[src/rtl/jtframe_vtimer_gen.sv]
// Video timing generator: fractional N/M pixel clock enables, H/V counters,
// blanking, sync with frame-latched centring offsets and a frame counter.
module jtframe_vtimer_gen #(
  parameter int HW       = 9,
  parameter int CW       = 4,
  parameter int CEN_N    = 1,
  parameter int CEN_M    = 4,
  parameter int H_START  = 0,
  parameter int H_END    = 383,
  parameter int HB_START = 255,
  parameter int HB_END   = 383,
  parameter int HS_START = 297,
  parameter int HS_LEN   = 32,
  parameter int V_START  = 16,
  parameter int V_END    = 279,
  parameter int VB_START = 239,
  parameter int VB_END   = 279,
  parameter int VS_START = 254,
  parameter int VS_LEN   = 3
) (
  input  logic          clk,
  input  logic          rst_n,
  input  logic [3:0]    hoffset,
  input  logic [3:0]    voffset,
  output logic          pxl2_cen,
  output logic          pxl_cen,
  output logic [HW-1:0] H,
  output logic [HW-1:0] vdump,
  output logic [HW-1:0] vrender,
  output logic [HW-1:0] vrender1,
  output logic          Hinit,
  output logic          Vinit,
  output logic          LHBL,
  output logic          LVBL,
  output logic          HS,
  output logic          VS,
  output logic [7:0]    frame_cnt
);
  localparam int CW1 = CW + 1;
  localparam logic [CW:0]   CEN_N_W    = CW1'(CEN_N);
  localparam logic [CW:0]   CEN_M_W    = CW1'(CEN_M);
  localparam logic [HW-1:0] H_START_W  = HW'(H_START);
  localparam logic [HW-1:0] H_END_W    = HW'(H_END);
  localparam logic [HW-1:0] HB_START_W = HW'(HB_START);
  localparam logic [HW-1:0] HB_END_W   = HW'(HB_END);
  localparam logic [HW-1:0] HS_START_W = HW'(HS_START);
  localparam logic [HW-1:0] V_START_W  = HW'(V_START);
  localparam logic [HW-1:0] V_END_W    = HW'(V_END);
  localparam logic [HW-1:0] VB_START_W = HW'(VB_START);
  localparam logic [HW-1:0] VB_END_W   = HW'(VB_END);
  localparam logic [HW-1:0] VS_START_W = HW'(VS_START);
  localparam logic [15:0]   HS_LEN_M1  = 16'(HS_LEN - 1);
  localparam logic [15:0]   VS_LEN_M1  = 16'(VS_LEN - 1);
  localparam bit            HS_EN      = HS_LEN > 0;
  localparam bit            VS_EN      = VS_LEN > 0;

  logic [CW-1:0] acc_q;
  logic [CW:0]   sum;
  logic          toggle_q, pxl2_cen_q, pxl_cen_q;

  logic [HW-1:0] h_q, h_d, vdump_q, vdump_d, vrender_q, vrender_d, vrender1_q, vrender1_d;
  logic          hinit_q, hinit_d, vinit_q, vinit_d;
  logic          lhbl_q, lhbl_d, lvbl_q, lvbl_d;
  logic          hs_q, hs_d, vs_q, vs_d;
  logic [15:0]   hs_cnt_q, hs_cnt_d, vs_cnt_q, vs_cnt_d;
  logic [7:0]    frame_cnt_q, frame_cnt_d;
  logic [3:0]    hoff_q, hoff_d, voff_q, voff_d;
  logic [HW-1:0] hs_pos, vs_pos;
  logic          hs_hit;

  function automatic logic [HW-1:0] line_inc(input logic [HW-1:0] v);
    return (v == V_END_W) ? V_START_W : v + HW'(1);
  endfunction

  // Fractional enable: accumulate N per clock, fire and subtract M on overflow
  assign sum = {1'b0, acc_q} + CEN_N_W;

  always_ff @(posedge clk or negedge rst_n) begin
    if (!rst_n) begin
      acc_q      <= '0;
      toggle_q   <= 1'b0;
      pxl2_cen_q <= 1'b0;
      pxl_cen_q  <= 1'b0;
    end else if (sum >= CEN_M_W) begin
      acc_q      <= CW'(sum - CEN_M_W);
      toggle_q   <= ~toggle_q;
      pxl2_cen_q <= 1'b1;
      pxl_cen_q  <= toggle_q;
    end else begin
      acc_q      <= sum[CW-1:0];
      pxl2_cen_q <= 1'b0;
      pxl_cen_q  <= 1'b0;
    end
  end

  // Flags describe the pixel being entered, so all compares use the next H/V
  always_comb begin
    h_d         = h_q;
    vdump_d     = vdump_q;
    vrender_d   = vrender_q;
    vrender1_d  = vrender1_q;
    hinit_d     = hinit_q;
    vinit_d     = vinit_q;
    lhbl_d      = lhbl_q;
    lvbl_d      = lvbl_q;
    hs_d        = hs_q;
    hs_cnt_d    = hs_cnt_q;
    vs_d        = vs_q;
    vs_cnt_d    = vs_cnt_q;
    frame_cnt_d = frame_cnt_q;
    hoff_d      = hoff_q;
    voff_d      = voff_q;
    hs_hit      = 1'b0;
    hs_pos      = HS_START_W + {{(HW-4){hoff_q[3]}}, hoff_q};
    vs_pos      = VS_START_W + {{(HW-4){voff_q[3]}}, voff_q};
    if (pxl_cen_q) begin
      h_d = (h_q == H_END_W) ? H_START_W : h_q + HW'(1);
      if (h_q == H_END_W) begin
        vdump_d    = line_inc(vdump_q);
        vrender_d  = line_inc(vrender_q);
        vrender1_d = line_inc(vrender1_q);
        if (vdump_q == V_END_W) begin
          frame_cnt_d = frame_cnt_q + 8'd1;
          hoff_d      = hoffset;
          voff_d      = voffset;
        end
      end
      hinit_d = (h_d == H_START_W);
      vinit_d = hinit_d && (vdump_d == V_START_W);
      hs_hit  = (h_d == hs_pos);

      if (hs_q) begin
        if (hs_cnt_q == 16'd0) hs_d = 1'b0;
        else                   hs_cnt_d = hs_cnt_q - 16'd1;
      end else if (hs_hit && HS_EN) begin
        hs_d     = 1'b1;
        hs_cnt_d = HS_LEN_M1;
      end

      if (vs_q) begin
        if (hs_hit) begin
          if (vs_cnt_q == 16'd0) vs_d = 1'b0;
          else                   vs_cnt_d = vs_cnt_q - 16'd1;
        end
      end else if (hs_hit && (vdump_d == vs_pos) && VS_EN) begin
        vs_d     = 1'b1;
        vs_cnt_d = VS_LEN_M1;
      end

      if (h_d == HB_START_W)    lhbl_d = 1'b0;
      else if (h_d == HB_END_W) lhbl_d = 1'b1;

      if (h_d == HB_START_W) begin
        if (vdump_d == VB_START_W)    lvbl_d = 1'b0;
        else if (vdump_d == VB_END_W) lvbl_d = 1'b1;
      end
    end
  end

  always_ff @(posedge clk or negedge rst_n) begin
    if (!rst_n) begin
      h_q         <= H_START_W;
      vdump_q     <= V_START_W;
      vrender_q   <= V_START_W + HW'(1);
      vrender1_q  <= V_START_W + HW'(2);
      hinit_q     <= 1'b0;
      vinit_q     <= 1'b0;
      lhbl_q      <= 1'b0;
      lvbl_q      <= 1'b0;
      hs_q        <= 1'b0;
      hs_cnt_q    <= '0;
      vs_q        <= 1'b0;
      vs_cnt_q    <= '0;
      frame_cnt_q <= '0;
      hoff_q      <= '0;
      voff_q      <= '0;
    end else begin
      h_q         <= h_d;
      vdump_q     <= vdump_d;
      vrender_q   <= vrender_d;
      vrender1_q  <= vrender1_d;
      hinit_q     <= hinit_d;
      vinit_q     <= vinit_d;
      lhbl_q      <= lhbl_d;
      lvbl_q      <= lvbl_d;
      hs_q        <= hs_d;
      hs_cnt_q    <= hs_cnt_d;
      vs_q        <= vs_d;
      vs_cnt_q    <= vs_cnt_d;
      frame_cnt_q <= frame_cnt_d;
      hoff_q      <= hoff_d;
      voff_q      <= voff_d;
    end
  end

  assign pxl2_cen  = pxl2_cen_q;
  assign pxl_cen   = pxl_cen_q;
  assign H         = h_q;
  assign vdump     = vdump_q;
  assign vrender   = vrender_q;
  assign vrender1  = vrender1_q;
  assign Hinit     = hinit_q;
  assign Vinit     = vinit_q;
  assign LHBL      = lhbl_q;
  assign LVBL      = lvbl_q;
  assign HS        = hs_q;
  assign VS        = vs_q;
  assign frame_cnt = frame_cnt_q;
endmodule

[config.mk]
export PLATFORM = sky130hd
export DESIGN_NAME = jtframe_vtimer_gen
export DESIGN_NICKNAME = d
export VERILOG_FILES = /design/src/rtl/jtframe_vtimer_gen.sv
export SDC_FILE = /design/constraint.sdc
export NUM_CORES = 1
export LEC_CHECK = 0
export BUFFER_PORTS_ARGS = -buffer_cell sky130_fd_sc_hd__buf_2
export CORE_ASPECT_RATIO = 1.5
export CORE_UTILIZATION = 61
export CTS_BUF_LIST = sky130_fd_sc_hd__clkbuf_8
export CTS_CLUSTER_SIZE = 14
export DETAILED_ROUTE_END_ITERATION = 7
export MAX_ROUTING_LAYER = met4
export PLACE_DENSITY_LB_ADDON = 0.05
export SETUP_SLACK_MARGIN = 0.5
export SKIP_LAST_GASP = 1
export SLEW_MARGIN = 30
export SYNTH_ARGS = -nofsm -noshare
export SYNTH_HDL_FRONTEND = slang
export SYNTH_SLANG_ARGS = --single-unit
[constraint.sdc]
create_clock -name clk -period 3.28 [get_ports clk]
set_input_delay 0.328 -clock clk [delete_from_list [all_inputs] [get_ports clk]]
set_output_delay 0.328 -clock clk [all_outputs]
set_load 0.005 [all_outputs]
* Word-level counts from Yosys, hierarchy flattened *
Cells that the tools add are included.

word-level totals
  flip-flop bits (word level) = 97
  bits of input ports = 10
  output and inout port bits = 52

operators by class
  add/sub/neg operators = 11
  $lt $le $gt $ge = 1
  equal/unequal tests = 14
  multiplexer cells = 27
  bitwise gates (word level) = 1
  reduce and logical (&&, ||, !) cells = 15

operators by type and width
  operator                                             count
  2-to-1 mux 16 bit                                    7
  equality test 9 bit, second input constant           6
  2-to-1 mux 9 bit                                     6
  adder 9 x 1 -> 9 bit, second input constant          4
  logical NOT 16 bit                                   2
  subtractor 16 x 1 -> 16 bit, second input constant   2
  equality test 9 x 8 -> 1 bit, second input constant  2
  equality test 9 bit                                  2
  2-to-1 mux 1 bit                                     13
  adder 8 x 9 -> 9 bit, first input constant           1
  adder 9 bit, first input constant                    1
  equality test 9 x 5 -> 1 bit, second input constant  1
  logical NOT 9 bit                                    1
  AND reduction 3 bit                                  3
  adder 8 x 1 -> 8 bit, second input constant          1
  nonzero test 2 bit                                   4
  adder 4 x 1 -> 5 bit, second input constant          1
  >= comparator 5 x 3 -> 1 bit, second input constant  1
  2-to-1 mux 4 bit                                     1
  != test 2 bit, second input constant                 2
  AND reduction 2 bit                                  2
  AND reduction 4 bit                                  1
  subtractor 4 x 3 -> 4 bit, second input constant     1
  logical AND 1 bit                                    2
  2 further kinds                                      2

* Longest topological paths before layout *
  depth after elaboration = 8
  gate-level depth with buffers = 12
  gate-level depth less buffers = 10

* Worst setup path before layout *
OpenSTA, ideal clock, no wires.

  path kind = register to register
  start = reg h_q[0], in the netlist H[0]
  end = reg vs_cnt_q[10]
  arrival time = 2.854 ns
  setup slack = 0.305 ns
  stages on the path, launching flop included = 13
  path buffers = 3
  cell sequence = dfrtp_1 > ha_1 > and4b_1 > nand2_1 > buf_4 > nor3_1 > or3_4 > a2111oi_4 > a41oi_1 > or2_1 > buf_6 > buf_8 > a22o_1

on the way
  longest elaborated chain between the ends = 7
  elaborated cells between the ends (all ways) = 11
  classes of those cells = 1 x add/sub; 4 x eq/ne; 3 x mux; 3 x reduce/logical

RTL lines
  what                                                                          line  text
  start: declaration                                                            61    logic [HW-1:0] h_q, h_d, vdump_q, vdump_d, vrender_q, vrender_d, vrender1_q, vrender1_d;
  start signal: assignment                                                      162   h_q <= H_START_W;
  start signal: assignment                                                      178   h_q <= h_d;
  parallel branches: the longest is 6 deep, another holds adder 9 x 1 -> 9 bit  n/a
  AND reduction 4 bit (no line) (*)                                             n/a
  end signal: assignment                                                        189   vs_cnt_q <= vs_cnt_d;
  end: declaration                                                              65    logic [15:0] hs_cnt_q, hs_cnt_d, vs_cnt_q, vs_cnt_d;

Every way passes the cells marked *. The select of a mux whose other input is x is not followed.
A chain may end at the register's enable or synchronous reset.

* Final worst setup path *
  start = reg h_q[1], in the netlist H[1]
  end = reg hs_cnt_q[7]

on the way
  longest elaborated chain between the ends = 5
  elaborated cells between the ends (all ways) = 6
  classes of those cells = 1 x add/sub; 2 x eq/ne; 1 x mux; 2 x reduce/logical

RTL lines
  what                                                         line  text
  adder 9 x 1 -> 9 bit or equality test 9 bit (tied branches)  117   h_d = (h_q == H_END_W) ? H_START_W : h_q + HW'(1);
  2-to-1 mux 9 bit (*)                                         117
  equality test 9 bit (*)                                      130   hs_hit = (h_d == hs_pos);
  nonzero test 2 bit (no line) (*)                             n/a
  AND reduction 3 bit (no line) (*)                            n/a
  end signal: assignment                                       187   hs_cnt_q <= hs_cnt_d;
  end: declaration                                             65

Every way passes the cells marked *; elsewhere a longest branch is shown, timed or not.

==> impl_metrics.tcl <==
set metrics [dict create \
    switchingPower_w 0.000439 \
    cp_top_family "simple AND/OR/NAND/NOR gates" \
    path_buf_inv 2 \
    post-route-min-period_ns 2.85 \
    die_area_um2 9550 \
    clockPowerShare_pct 38.0 \
    rsz0062_at_grt "true" \
    synth_edf_count 0 \
    tritoncts "done" \
    slew_viol_final 0 \
    grt-busiest-layer "met2" \
    diodes 0 \
    avgSynthCellArea_um2 9.51 \
    rr_worst_depth 10 \
    cp-end-kind "flop" \
    hold_viol_final 0 \
    antenna_found_initial 0 \
    layout_worst_path_cycle_share_pct 86.9 \
    overflow 0 \
    max-cap-violations 0 \
    hold_class "in2reg" \
    syn_to_final_growth_pct 20.8 \
    finalSetupViolations 0 \
    synthArstFlopShare_pct 100 \
    ys_seq_elements 97 \
    cts-buffers-inserted 9 \
    crit_fanout 7 \
    synth.most_common_cell "dfrtp_1" \
    drt_iter0_markers 316 \
    ys_top_cells_by_area "dfrtp_1 (41%), xnor2_1 (6.3%), nand2_1 (4.7%), nor2_1 (3.7%), ha_1 (3.6%)" \
    die_y_um 119 \
    placed_area_um2 6070 \
    die_w_um 80.1 \
    syn-cell-area_um2 5580 \
    fp.coreArea_um2 8880 \
    combPwrFrac_pct 1.6 \
    worstHoldStart "voffset[1]" \
    place_ws_ns 0.215 \
    worstMarginPinSlew_ns 0.711 \
    ios 62 \
    syn_nets 613 \
    hold_path_end "voff_q[1]$_DFFE_PN0P_" \
    critPathKind "reg2reg" \
    synth_top_area_share_pct 41.2 \
    vias_per_cell 5.90 \
    timing.rr.end "hs_cnt_q[7]$_DFFE_PN0P_" \
    gr-usage-met2_pct 49.3 \
    vias 4729 \
    start_util_pct 62.9 \
    skew_ns 0.0104 \
    netlist_instances 587 \
    netlist_top_cells_count "dfrtp_1 (92), nand2_1 (70), nor2_1 (55)" \
    grt_pass1_vias 4577 \
    max_freq_ghz 0.351 \
    finalWirelength_um 13200 \
    cts-htree-levels 3 \
    fin_tns_setup_ns 0 \
    wire_per_inst_um 16.5 \
    status "completed" \
    grtUsageMet3_pct 4.98 \
    power_frac_seq_pct 60.4 \
    crit_slowest_cell "or4_4" \
    yosys_warnings 0 \
    firstDrtPassIters 4 \
    required_ns 3.54 \
    rows 42 \
    grt_max_degree 54 \
    antenna_left 0 \
    grt_usage_pct 29.1 \
    ys_seq_area_share_pct 43.6 \
    synth_top_area_cell "dfrtp_1" \
    r2r_slack_ns 0.43 \
    cp-start-kind "flop" \
    grt_pass1_wl_um 21200 \
    crit_chain "ha_4 -> and3_4 -> buf_4 -> xnor2_1 -> or4_4 -> o31a_4 -> buf_4 -> and4bb_2 -> xnor2_1 -> nor2_1" \
    worst_slack_ns 0.429 \
    cts_max_path_buffers 2 \
    final_cell_area_um2 6750 \
    p_per_area_nw_per_um2 293 \
    drive_gt1_share_pct 29.2 \
    leakage_nw 3.15 \
    cts-root-buf "clkbuf_8" \
    fin_nets 712 \
    worstPathArrival_ns 3.12 \
    cts.clk_slew.worst_paths_ns 0.09 \
    slowest_delay_ns 0.59 \
    max_slew_margin_pct 52.6 \
    r2r-start "H[1]$_DFFE_PN0P_" \
    clock-sinks 97 \
    groute.layer.met1.usage_pct 34.9 \
    yosys.cell_types.count 69 \
    ir_worst_vdd_mv 0.289 \
    cell_internal_pwr_w 0.00154 \
    clk_latency_ns 0.37 \
    io_buffer_count 61 \
    dp_hpwl_um 8760 \
    gp_congestion 0.871 \
    drc 0 \
    synth_flop_cell "dfrtp_1" \
    total_power_w 0.00198 \
    min_path_cells 3 \
    switching_share_pct 22.2 \
]
## per-layer routing
metal | wire length, µm | up-vias
li1 | - | 2269
met5 | 0 | -
met2 | 6970 | 128
met4 | 327 | 0
met1 | 5340 | 2298
met3 | 555 | 34
## state kept, by name, indices dropped and copies added (netlist names), 4 cells and up
signal / flops
hs_cnt_q: 16
acc_q: 4
hoff_q: 4
vdump: 9
vs_cnt_q: 16
H: 9
frame_cnt: 8
vrender: 9
vrender1: 9
voff_q: 4
## worst register-to-register path: cells and delay by family (launching register included)
family          cells  cell delay (ns)
flops               1             0.46
compound gates      1             0.41
buf+inv             2             0.29
fa+ha+maj           1             0.21
xor+xnor            2             0.23
simple gates        4             1.14
## final cells by class
cell class	instances	area [µm²]
fillers	616	2140
multi-input cells	446	3170
clock buffers	12	165
flip-flops and latches	97	2440
inverters	20	75.1
repair buffers	112	724
well taps	110	138
clock inverters	4	26.3
## power by group through the flow
stage / Combinational [W] / Sequential [W] / Clock, W
3_5_place_dp: 0.0000333 / 0.00122 / 0
4_1_cts: 0.0000341 / 0.00120 / 0.000765
6_report: 0.0000323 / 0.00119 / 0.000751
2_1_floorplan: 0.0000000955 / 0.00122 / 0
3_3_place_gp: 0.0000326 / 0.00122 / 0
5_1_grt: 0.0000382 / 0.00120 / 0.000820
## cells by family after synthesis
family	Yosys count	share of synthesized area (%)
simple gates	260	24.9
flops	97	43.6
compound gates	95	11.6
xor+xnor	62	9.99
buf+inv	45	4.01
fa+ha+maj	16	3.58
mux	12	2.29
## how the worst max path moves through the flow
stage	startpoint	cells after the start	slack, ns	end
after floorplan	H[1]$_DFFE_PN0P_	12	0.51	vs_cnt_q[10]$_DFFE_PN0P_
after global placement	H[0]$_DFFE_PN0P_	9	0.29	hs_cnt_q[9]$_DFFE_PN0P_
after detailed placement	H[1]$_DFFE_PN0P_	9	0.21	vs_cnt_q[4]$_DFFE_PN0P_
after CTS	H[1]$_DFFE_PN0P_	9	0.50	vs_cnt_q[3]$_DFFE_PN0P_
after global routing	H[1]$_DFFE_PN0P_	10	0.36	hs_cnt_q[3]$_DFFE_PN0P_
final	H[1]$_DFFE_PN0P_	10	0.43	hs_cnt_q[7]$_DFFE_PN0P_
## cells in the final DEF, fill, tap and decap left out, drive strengths merged, types with 16 or more instances in the layout
cell type,Yosys,layout
buf,13,111
dfrtp,92,92
ha,16,16
inv,20,20
nand2,71,71
nand3,32,32
nand4,19,19
nor2,55,55
o21ai,36,36
xnor2,40,40
xor2,21,21
## per-stage QoR
stage	hold slack [ns]	utilization, %	std cells
4_1_cts	0.156	72.6	787
6_report	0.168	76.0	801
2_1_floorplan	0.0324	-	587
3_5_place_dp	0.367	68.3	752
5_1_grt	0.159	76.0	801
3_3_place_gp	0.361	68.3	752
## repair_timing
action | 4_1_cts | 5_1_grt
endpoints found under the hold margin | 40 | 0
gates resized for setup | 17 | 39
hold buffers | 1 | 0
cloned | 1 | 0
buffers inserted | 17 | 14
endpoints found under the setup margin | 32 | 25
pin swaps | 9 | 37
Power figures use the tool's default switching activity.
